**src/rtl/scroll_ctrl.sv**
```systemverilog
// Side-scroller game controller: IDLE/RUN/PAUSE/OVER sequencing plus the
// per-frame scroll, speed ramp, coin collection and score bookkeeping.
module scroll_ctrl #(
  parameter int OFFSET_MAX  = 4095,
  parameter int SPEED_INIT  = 2,
  parameter int SPEED_MAX   = 6,
  parameter int RAMP_FRAMES = 600,
  parameter int COIN_POINTS = 10
) (
  input  logic        Clk,
  input  logic        Reset,
  input  logic        frame_clk,
  input  logic        start,
  input  logic        pause,
  input  logic        dead,
  input  logic [3:0]  coin_hit,
  output logic        playing,
  output logic [11:0] scroll_offset,
  output logic [2:0]  speed,
  output logic [3:0]  coin_taken,
  output logic [15:0] score,
  output logic [7:0]  lap,
  output logic [1:0]  state
);

  localparam int RAMP_W = (RAMP_FRAMES > 1) ? $clog2(RAMP_FRAMES) : 1;

  typedef enum logic [1:0] {
    S_IDLE  = 2'd0,
    S_RUN   = 2'd1,
    S_PAUSE = 2'd2,
    S_OVER  = 2'd3
  } state_t;

  state_t              state_q, state_d;
  logic                playing_q, playing_d;
  logic [11:0]         offset_q, offset_d;
  logic [2:0]          speed_q, speed_d;
  logic [3:0]          taken_q, taken_d;
  logic [15:0]         score_q, score_d;
  logic [7:0]          lap_q, lap_d;
  logic [RAMP_W-1:0]   ramp_q, ramp_d;
  logic                fc0_q, fc1_q;

  logic                frame_tick;
  logic [12:0]         sum;
  logic                wrap;
  logic [3:0]          new_coins;
  logic [2:0]          n_new;
  logic [18:0]         score_sum;

  // frame_clk is asynchronous; the first flop samples it, the second gives the edge.
  assign frame_tick = fc0_q & ~fc1_q;

  always_comb begin
    state_d   = state_q;
    offset_d  = offset_q;
    speed_d   = speed_q;
    taken_d   = taken_q;
    score_d   = score_q;
    lap_d     = lap_q;
    ramp_d    = ramp_q;
    sum       = {1'b0, offset_q} + {10'd0, speed_q};
    wrap      = 1'b0;
    new_coins = 4'd0;
    n_new     = 3'd0;
    score_sum = 19'd0;

    case (state_q)
      S_IDLE: begin
        offset_d = 12'd0;
        if (start) begin
          state_d = S_RUN;
          speed_d = 3'(SPEED_INIT);
          score_d = 16'd0;
          lap_d   = 8'd0;
          taken_d = 4'd0;
          ramp_d  = '0;
        end
      end

      S_RUN: begin
        if (frame_tick) begin
          if (sum > 13'(OFFSET_MAX)) begin
            wrap     = 1'b1;
            offset_d = 12'(sum - 13'(OFFSET_MAX + 1));
            lap_d    = lap_q + 8'd1;
            taken_d  = 4'd0;
          end else begin
            offset_d = sum[11:0];
          end
          if (ramp_q == RAMP_W'(RAMP_FRAMES - 1)) begin
            ramp_d  = '0;
            speed_d = (speed_q >= 3'(SPEED_MAX)) ? 3'(SPEED_MAX) : speed_q + 3'd1;
          end else begin
            ramp_d = ramp_q + 1'b1;
          end
        end
        // A wrap resets the coin row, so touches in that same cycle are dropped.
        if (!wrap) begin
          new_coins = coin_hit & ~taken_q;
          taken_d   = taken_q | new_coins;
        end
        for (int i = 0; i < 4; i++) begin
          n_new = n_new + {2'd0, new_coins[i]};
        end
        score_sum = {3'd0, score_q} + 19'(COIN_POINTS) * {16'd0, n_new}
                  + {18'd0, frame_tick};
        score_d   = (score_sum > 19'd65535) ? 16'hFFFF : score_sum[15:0];

        if (dead)       state_d = S_OVER;
        else if (pause) state_d = S_PAUSE;
      end

      S_PAUSE: begin
        if (dead)       state_d = S_OVER;
        else if (pause) state_d = S_RUN;
      end

      default: begin
        if (start) state_d = S_IDLE;
      end
    endcase

    playing_d = (state_d == S_RUN);
  end

  always_ff @(posedge Clk) begin
    if (Reset) begin
      state_q   <= S_IDLE;
      playing_q <= 1'b0;
      offset_q  <= 12'd0;
      speed_q   <= 3'd0;
      taken_q   <= 4'd0;
      score_q   <= 16'd0;
      lap_q     <= 8'd0;
      ramp_q    <= '0;
      fc0_q     <= 1'b0;
      fc1_q     <= 1'b0;
    end else begin
      state_q   <= state_d;
      playing_q <= playing_d;
      offset_q  <= offset_d;
      speed_q   <= speed_d;
      taken_q   <= taken_d;
      score_q   <= score_d;
      lap_q     <= lap_d;
      ramp_q    <= ramp_d;
      fc0_q     <= frame_clk;
      fc1_q     <= fc0_q;
    end
  end

  assign playing       = playing_q;
  assign scroll_offset = offset_q;
  assign speed         = speed_q;
  assign coin_taken    = taken_q;
  assign score         = score_q;
  assign lap           = lap_q;
  assign state         = state_q;

endmodule

```
**config.mk**
```make
export PLATFORM = sky130hd
export DESIGN_NAME = scroll_ctrl
export DESIGN_NICKNAME = d
export VERILOG_FILES = /design/src/rtl/scroll_ctrl.sv
export SDC_FILE = /design/constraint.sdc
export NUM_CORES = 1
export LEC_CHECK = 0
export BUFFER_PORTS_ARGS = -buffer_cell sky130_fd_sc_hd__clkbuf_2
export CORE_ASPECT_RATIO = 2
export CORE_MARGIN = 2
export CORE_UTILIZATION = 47
export CTS_BUF_LIST = sky130_fd_sc_hd__clkbuf_16
export CTS_CLUSTER_SIZE = 30
export DETAILED_ROUTE_END_ITERATION = 10
export PLACE_DENSITY = 0.66
export RECOVER_POWER = 25
export SLEW_MARGIN = 40
export SYNTH_ARGS = -nofsm -noshare
export SYNTH_HDL_FRONTEND = slang
export SYNTH_SLANG_ARGS = --single-unit
export TNS_END_PERCENT = 30
```
**constraint.sdc**
```tcl
create_clock -name Clk -period 5.2 [get_ports Clk]
set_input_delay 1.56 -clock Clk [delete_from_list [all_inputs] [get_ports Clk]]
set_output_delay 1.56 -clock Clk [all_outputs]
set_load 0.02 [all_outputs]
```
; ---- Word-level counts from Yosys, hierarchy flattened
; Cells that the tools add are included.
[word_totals]
register_bits = 58
latch_bits = 0
mem_bits_rw = 0
romBits = 0
inputBits = 10
out_inout_bits = 46
wordCells = 83
n_memories = 0
[op_classes]
addsub = 10
n_mul = 1
div_mod_pow = 0
n_lt_le_gt_ge = 3
eq_ne = 10
n_shift = 0
mux = 36
bitwise_logic = 5
reduce_logical = 8
[op_table]
columns = cell, n
row1 = 16-bit two-way mux, 2
row2 = 16-bit case mux with 2 select lines, 1
row3 = 10-bit two-way mux, 3
row4 = 12-bit two-way mux, 2
row5 = 4-bit two-way mux, 6
row6 = 8-bit two-way mux, 3
row7 = 12-bit case mux with 2 select lines, 1
row8 = 10-bit case mux with 2 select lines, 1
row9 = 17-bit by 1-bit adder with 18-bit output, 1
row10 = "18-bit by 16-bit > comparator with 1-bit output, second input constant", 1
row11 = 16-bit by 7-bit adder with 17-bit output, 1
row12 = 8-bit case mux with 2 select lines, 1
row13 = 12-bit by 3-bit adder with 13-bit output, 1
row14 = "13-bit by 12-bit > comparator with 1-bit output, second input constant", 1
row15 = 2-bit two-way mux, 6
row16 = 3-bit two-way mux, 4
row17 = 4-bit AND reduction, 3
row18 = "12-bit by 1-bit subtractor with 12-bit output, second input constant", 1
row19 = "10-bit by 1-bit adder with 10-bit output, second input constant", 1
row20 = "10-bit equality test, second input constant", 1
row21 = "8-bit by 1-bit adder with 8-bit output, second input constant", 1
row22 = "2-bit inequality test, second input constant", 4
row23 = 4-bit case mux with 2 select lines, 1
row24 = "3-bit by 3-bit multiplier with 6-bit output, first input constant", 1
row25 = 20 further kinds, 25

; ---- Longest topological paths before layout
; Gate-level depths: netlist of run 1.
[depth]
ltp_word = 16
ltp_mapped = 20
mapped_depth_nobuf = 20

; ---- Worst setup path after synthesis of run 1
; No wires, ideal clock.
[synth_timing]
kind = flip-flop to flip-flop
from = reg speed_q[0] (netlist: speed[0])
to = reg score_q[15] (netlist: score[15])
setup_ns = 0.062
arrival_time_ns = 4.688
required_time_ns = 5.138
path_slack_ns = 0.450
path_stages_with_launch = 19
n_path_buf = 0
synth_period_minus_slack_ns = 4.750
path_cell_list = dfxtp_1 ha_1 inv_1 fa_1 nand2b_2 a2111oi_4 nand2_1 nand3b_1 fa_1 inv_1 ha_1 ha_1 ha_1 ha_1 o211ai_1 o211ai_1 nand3_1 or4_1 nand3_1
[synth_between]
elab_chain_len = 16
[synth_rtl]
columns = item, line_no
row1 = "start, declared", 38  ; logic [2:0] speed_q, speed_d;
row2 = "start signal, assigned", 144  ; speed_q <= speed_d;
row3 = 12-bit by 3-bit adder with 13-bit output (*), 63  ; sum = {1'b0, offset_q} + {10'd0, speed_q};
row4 = 13-bit by 12-bit > comparator with 1-bit output (*), 84  ; if (sum > 13'(OFFSET_MAX)) begin
row5 = 1-bit two-way mux (*), 84
row6 = 1-bit two-way mux (*), 83  ; if (frame_tick) begin
row7 = 1-bit two-way mux (*), 69  ; case (state_q)
row8 = 4-bit two-way mux (*), 100  ; if (!wrap) begin
row9 = 4-bit two-way mux (*), 69
row10 = 1-bit by 1-bit adder with 2-bit output, 105  ; n_new = n_new + {2'd0, new_coins[i]};
row11 = 2-bit by 1-bit adder with 3-bit output, 105
row12 = 3-bit by 1-bit adder with 3-bit output (*), 105
row13 = 3-bit by 3-bit multiplier with 6-bit output (*), 107  ; score_sum = {3'd0, score_q} + 19'(COIN_POINTS) * {16'd0, n_new}
row14 = 16-bit by 7-bit adder with 17-bit output (*), 107
row15 = 17-bit by 1-bit adder with 18-bit output (*), 108  ; + {18'd0, frame_tick};
row16 = 18-bit by 16-bit > comparator with 1-bit output, 109  ; score_d = (score_sum > 19'd65535) ? 16'hFFFF : score_sum[15:0];
row17 = 16-bit two-way mux (*), 109
row18 = 16-bit case mux with 2 select lines (*), 69
row19 = "end signal, assigned", 146  ; score_q <= score_d;
row20 = "end, declared", 40  ; logic [15:0] score_q, score_d;
; Mark *: on every way between the ends. The rest lies on a longest branch, timed or not. The select of a mux whose other input is x is not followed.
; A chain may end at the register's enable or synchronous reset.

; ---- Final worst setup path of run 1
[layout_timing]
from = reg speed_q[0] (netlist: speed[0])
to = reg score_q[10] (netlist: score[10])
; Same word-level chain as after synthesis.

==> summary.txt, run 1 <==
Floorplanning
  – Row cnt: 43
  – Core area: 6830 sq um
  – Die area: 7670 sq um
  – Starting Density: 0.478
  – DIE WIDTH: 63.0 um
  – # IOs: 56
  – Die height: between 100 and 150 um

Route
  – Drt pass-1 iters: 4
  – Via/cell ratio: 5.75
  – Residual DRC count: 0
  – Wire length per cell: 15.3 um
  – Vias: around 3,000
  – Initial DRC count: approximately 230
  – Post-route ant nets: 0
  – Final WL: 8.11 mm

Placed design
  – Routability cong.: 0.861
  – Port-buffer cells: 55
  – Post-DP HPWL: around 5.9 mm
  – Placed cell areas: 3620 sq um

Critical path
  – Cells along the critical path: ha_1, inv_1, fa_1, nand2b_2, a2111oi_4, nand2_1, nand3b_1, fa_1, inv_1, ha_1, ha_1, ha_1, ha_1, inv_1, a211o_1, a211oi_4, a31oi_1, a31o_2
  – Req. time, crit path: about 5400 ps
  – CP peak stage delay: 420 ps
  – Crit Path Max Fanout: 8
  – CP endpoint kind: register
  – Critical Path Most Common Cell: ha_1
  – Worst path arrival time: 5100 ps
  – Critical path class: register to register
  – Crit start category: register
  – Critical-path top delay cell: fa_1

Power
  – Clock power share: 0.472
  – Internal Power: 962 uW
  – Net Sw Frac: 0.278
  – Logic pwr share: 0.168
  – Power Dens Cells: between 300 and 400 nW/um^2
  – Sequential Power Share: 0.360
  – Peak supply drop: 222 uV
  – Leakage power: 0.00156 uW
  – Switching power total: between 300 and 400 uW

STA
  – Final Slew Violations: 0
  – Fin Clk Skew: about 4 ps
  – RSZ-0062 raised after global routing: no
  – Slew @ Worst Pin: 676 ps
  – Aggregate negative setup slack: 0 ps
  – Relative slew slack: 0.549
  – Clock period minus worst slack: 4890 ps
  – Final Hold Viols: 0
  – Final Cycle Share: 0.940
  – Max Fclk: 205 MHz
  – # setup viols final: 0

Synth
  – EDFF count, synth: 0
  – Yosys warning count: 0
  – Sequential area share after synthesis: 0.355
  – Unique masters post-synth: 64
  – Post-synthesis sequential element count: 58
  – Cells after Synth: around 380
  – Cell area after synthesis: ~3300 sq um
  – Avg Cell Area, Syn: 8.69 sq um
  – Share of flip-flops with an asynchronous set or reset: 0
  – Top_reg_cell synth: dfxtp_1
  – Post-Synthesis Net Count: 409

Clocking
  – Buffer depth of the longest clock path: 2
  – Post-CTS setup buffer count: 0
  – Num CTS Buffers: 9
  – CTS tree: yes
  – Cts repair resizes: 0
  – Clock root cell: clkbuf_16
  – TritonCTS Sinks: just under 60
  – Worst skew pair latency: 330 ps
  – Clock slew seen by the registers of the worst setup and hold paths: around 50 ps
  – # hold bufs at CTS: 0
  – H-tree depth: 3

Cells and area
  – Layout cell share with drive strength beyond 1: 0.164
  – # diodes: 0
  – P&R area growth vs syn: 20.1%
  – Layout Cell Area excl Fill: 3920 sq um
  – Final #Nets: about 470
  – Fillers: between 600 and 700
  – Final Util: 0.574

Job
  – Max Cap Viol: 0

Global routing
  – Vias in the first global route: 2,909
  – First-pass GRT wire length: 13.6 mm
  – GRT Resource Usage Total: 0.223
  – Initial antenna violation count: 0
  – Total gr overflow: 0
  – Pin count of the biggest net entering global routing: 30

Status
  – Status: finished clean

Min path
  – Worst hold path type: register to register
-- cell families (layout without fill, tap and decap cells) --
family                   after synthesis  after routing  share of synthesized area
buffers and inverters                 26             89                     0.0337
flip-flops                            58             58                      0.355
multiplexers                           2              2                    0.00651
adder cells (fa/ha/maj)               23             23                     0.0950
AND/OR/NAND/NOR                      151            151                      0.242
XOR/XNOR                              23             23                     0.0617
AO/OA/AOI/OAI                         93             93                      0.205
-- sequential cells by signal, summed over array words and instances, names as in the netlist --
name           flops
ramp_q            10
scroll_offset     12
speed              3
playing            1
state              2
score             16
fc0_q              1
lap                8
fc1_q              1
coin_taken         4
-- cells in the mapped netlist (3+ instances only) --
| cell | instances | share of area |
|---|---|---|
| nor3_1 | 13 | 0.020 |
| nand3b_1 | 7 | 0.016 |
| fa_1 | 3 | 0.018 |
| a21oi_1 | 30 | 0.046 |
| buf_2 | 4 | 0.0061 |
| and2_1 | 3 | 0.0057 |
| nand4_1 | 6 | 0.011 |
| o21ai_0 | 11 | 0.017 |
| and3_1 | 6 | 0.011 |
| a211oi_1 | 4 | 0.0092 |
| ha_1 | 20 | 0.077 |
| xor2_1 | 15 | 0.040 |
| o211ai_1 | 3 | 0.0069 |
| clkbuf_1 | 8 | 0.0092 |
| nand2_1 | 28 | 0.032 |
| a31oi_1 | 3 | 0.0057 |
| inv_1 | 13 | 0.015 |
| a211o_1 | 3 | 0.0080 |
| nor2b_1 | 4 | 0.0077 |
| a21o_1 | 6 | 0.014 |
| nor2_1 | 36 | 0.041 |
| a311oi_1 | 3 | 0.0080 |
| nor4_1 | 3 | 0.0057 |
| xnor2_1 | 8 | 0.021 |
| dfxtp_1 | 58 | 0.36 |
| nand2b_1 | 5 | 0.0096 |
| nand3_1 | 21 | 0.032 |
| a22oi_1 | 8 | 0.018 |
-- path summary, 6_finish.rpt --
kind / to / depth (start not counted) / slack [ps] / from
max: score[10] / 18 / 310 / speed[0]
max reg2reg: score[10] / 18 / 310 / speed[0]
min: fc1_q / 1 / 500 / fc0_q
min reg2reg: fc1_q / 1 / 500 / fc0_q
-- critical path, delay by kind of cell (launching register included) --
| family | cells | cell delay [ps] |
|---|---|---|
| adders and majority gates | 7 | 2130 |
| buffers and inverters | 3 | 200 |
| and+or+nand+nor | 3 | 570 |
| DFF | 1 | 410 |
| AOI/OAI and AO/OA | 5 | 1470 |
-- layer usage --
| metal | global-route usage | share of wire | wire length, um |
|---|---|---|---|
| met5 | 0 | 0 | 0 |
| met4 | 0.118 | 0.025 | 205 |
| met3 | 0.0416 | 0.052 | 419 |
| met2 | 0.368 | 0.49 | 3940 |
| met1 | 0.272 | 0.44 | 3540 |
-- stage by stage --
step | setup WS (ps) | power [uW] | hold WS (ps) | cells
2_1_floorplan | 450 | 649 | 474 | 376
3_3_place_gp | 414 | 700 | 482 | 512
3_5_place_dp | 264 | 710 | 494 | 512
4_1_cts | 253 | 1340 | 501 | 528
5_1_grt | 1.79 | 1390 | 522 | 529
6_report | 314 | 1330 | 496 | 529
-- layout by cell type, fill, tap and decap left out, types with 3 or more instances in the layout --
master / n
a21oi_1: 31
o21ai_0: 11
a21o_1: 6
clkbuf_1: 16
nor2b_1: 4
inv_1: 13
fa_1: 3
nand2_1: 28
nand3_1: 21
a22oi_1: 8
nor2_1: 37
nand2b_1: 5
and2_1: 3
ha_1: 20
a211oi_1: 4
buf_4: 5
o211ai_1: 3
nor4_1: 3
and3_1: 6
xor2_1: 15
dfxtp_1: 58
nor3_1: 13
a311oi_1: 3
nand4_1: 6
xnor2_1: 8
nand3b_1: 7
a211o_1: 3
a31oi_1: 3
clkbuf_16: 9
clkbuf_2: 39
-- power by group through the flow --
stage | registers [uW] | clock network [uW] | logic (uW)
3_5_place_dp | 489 | 0 | 222
3_3_place_gp | 487 | 0 | 213
5_1_grt | 482 | 658 | 250
6_report | 479 | 628 | 224
4_1_cts | 479 | 637 | 222
2_1_floorplan | 498 | 0 | 151
-- cell type report --
class | instances | area, sq um | share of cell area
clock inverter | 7 | 93.8 | 0.0239
tap | 90 | 113 | 0.0287
sequential | 58 | 1160 | 0.296
multi-input combinational | 292 | 1990 | 0.507
clock buffer | 9 | 225 | 0.0574
timing repair buffer | 60 | 293 | 0.0746
inverter | 13 | 48.8 | 0.0124
No activity file was read; power rests on OpenSTA's default activity.
==> run 2, diff against run 1 <==
--- a/config.mk
+++ b/config.mk
@@ -8,11 +8,12 @@
 export BUFFER_PORTS_ARGS = -buffer_cell sky130_fd_sc_hd__clkbuf_2
 export CORE_ASPECT_RATIO = 2
 export CORE_MARGIN = 2
-export CORE_UTILIZATION = 47
+export CORE_UTILIZATION = 45
 export CTS_BUF_LIST = sky130_fd_sc_hd__clkbuf_16
 export CTS_CLUSTER_SIZE = 30
 export DETAILED_ROUTE_END_ITERATION = 10
-export PLACE_DENSITY = 0.66
+export GPL_TIMING_DRIVEN = 1
+export PLACE_DENSITY = 0.63
 export RECOVER_POWER = 25
 export SLEW_MARGIN = 40
 export SYNTH_ARGS = -nofsm -noshare
==> run 2 against run 1 <==
Against the previous run:
- core utilization decreased by 2.8 points
- first-iteration DRC count decreased by 14%
- combinational power about the same
- sequential share of layout area increased by 0.12 points
- clock skew increased by 1.9 ps
- global-route usage decreased by 1.1 points
- largest power group unchanged
- clock-buffer cell count unchanged
- fmax decreased by 1.1%
- highest routed layer unchanged
- critical path depth unchanged
- die area increased by 4.2%
==> summary.txt, run 2 (synthesis gave the netlist of run 1 again) <==
Cells and area
  – Layout cell share with drive strength beyond 1: 0.166
  – Max reg flops: 16
  – P&R area growth vs syn: 19.6%
  – # diodes: 0
  – Commonest cells after routing, fill and taps aside: dfxtp_1 (58), clkbuf_2 (38), nor2_1 (36)
  – Layout Cell Area excl Fill: 3910 sq um
  – Final #Nets: 468
  – Most common cell after layout, fill and taps aside: dfxtp_1

STA
  – Final Slew Violations: 0
  – RSZ-0062 raised after global routing: no
  – Final Cycle Share: 0.950
  – Clock period minus worst slack: 4940 ps
  – Fin Clk Skew: 6.04 ps
  – Final Hold Viols: 0
  – Slew @ Worst Pin: 1470 ps
  – Worst hold margin: between 400 and 500 ps
  – Relative slew slack: 0.0170
  – # setup viols final: 0
  – Aggregate negative setup slack: 0 ps
  – Max Fclk: just over 200 MHz
  – Final worst-path setup slack: 257 ps

Clocking
  – # hold bufs at CTS: 0
  – Worst skew pair latency: 330 ps
  – CTS tree: yes
  – Clock root cell: clkbuf_16
  – Buffer depth of the longest clock path: 2
  – TritonCTS Sinks: 58
  – Num CTS Buffers: 9
  – Clock slew seen by the registers of the worst setup and hold paths: 50 ps
  – H-tree depth: 3

Critical path
  – Worst path arrival time: ~5200 ps
  – Req. time, crit path: 5470 ps
  – CP endpoint kind: register
  – Critical path class: register to register
  – Critical-path top delay cell: or4_1
  – Critical Path Most Common Cell: ha_1
  – Delay-heaviest family, CP: adder cells
  – CP peak stage delay: 500 ps
  – Crit start category: register
  – Buf/Inv on CP: 2
  – Crit Path Max Fanout: 5
  – Cells along the critical path: ha_1, inv_1, fa_1, nand2b_2, a2111oi_4, nand2_2, nand3b_1, fa_1, inv_1, ha_1, ha_1, ha_1, ha_1, o211ai_1, o211ai_1, nand3_1, or4_1, nand3_1

Power
  – Leakage power: 0.00155 uW
  – Peak supply drop: 205 uV
  – Power Dens Cells: 323 nW/um^2

Floorplanning
  – Core area: about 7200 sq um
  – Die height: between 100 and 150 um
  – # IOs: 56
  – Die area: 8000 sq um
  – Row cnt: 44
  – DIE WIDTH: 64.3 um
  – Starting Density: 0.456

Route
  – Residual DRC count: 0
  – Post-route ant nets: 0
  – Vias: between 3,000 and 4,000
  – Wire length per cell: 15.1 um
  – Via/cell ratio: ~5.7
  – Drt pass-1 iters: 4
  – Final WL: a little over 8 mm
  – Initial DRC count: 195

Global routing
  – First-pass GRT wire length: between 10 and 15 mm
  – GRT Resource Usage Total: 0.212
  – Vias in the first global route: 2,917
  – Initial antenna violation count: 0
  – Total gr overflow: 0
  – Pin count of the biggest net entering global routing: 30

Placed design
  – Routability cong.: slightly above 0.9
  – Worst slack, placed: 225 ps
  – Post-DP HPWL: between 5 and 6 mm
  – Port-buffer cells: 55
  – Placed cell areas: 3630 sq um

Min path
  – Worst hold path type: register to register

Job
  – Max Cap Viol: 0

Status
  – Status: finished clean
run 2: final timing paths:
kind / depth (start not counted) / endpoint / start / slack (ps)
worst max register to register: 18 / score[15] / speed[0] / 260
worst min register to register: 2 / scroll_offset[2] / scroll_offset[2] / 490
worst min-delay path: 2 / scroll_offset[2] / scroll_offset[2] / 490
worst max-delay path: 18 / score[15] / speed[0] / 260
run 2: report_power, final:
group          internal (uW)  total (uW)  switching (uW)
logic                   85.1         223             138
clock network            363         558             195
registers                461         480            19.5
total                    909        1260             353
run 2: layout make-up:
class	count	area, sq um
fill	703	3250
multi-input combinational	292	2000
sequential	58	1160
timing repair buffer	61	299
clock buffer	9	225
tap	92	115
clock inverter	7	60.1
inverter	13	48.8
run 2: what timing repair did:
action                     in CTS  in global routing
buffers inserted                0                  2
setup endpoints to repair       0                  1
resized for setup               0                  1
run 2: routing by layer:
metal | wire length [um] | share of wire | GRT usage | vias to the layer above
met3 | 480 | 0.060 | 0.0298 | 15
met1 | 3390 | 0.42 | 0.262 | 1430
met4 | 155 | 0.019 | 0.110 | 0
met2 | 4020 | 0.50 | 0.351 | 98
li1 | - | - | - | 1494
met5 | 0 | 0 | 0 | -
run 2: worst register-to-register path, delay by kind of cell (launching register included):
| kind | cells | cell delay (ps) |
|---|---|---|
| adder cells (fa/ha/maj) | 7 | 2100 |
| AND/OR/NAND/NOR | 6 | 1310 |
| AO/OA/AOI/OAI | 3 | 950 |
| flip-flops | 1 | 410 |
| buffers and inverters | 2 | 120 |
run 2: metrics by stage:
stage / util / std cells / power [uW]
after floorplan: - / 376 / 649
after global placement: 0.507 / 514 / 701
final: 0.546 / 532 / 1260
after CTS: 0.547 / 530 / 1270
after detailed placement: 0.507 / 514 / 707
after global routing: 0.546 / 532 / 1330
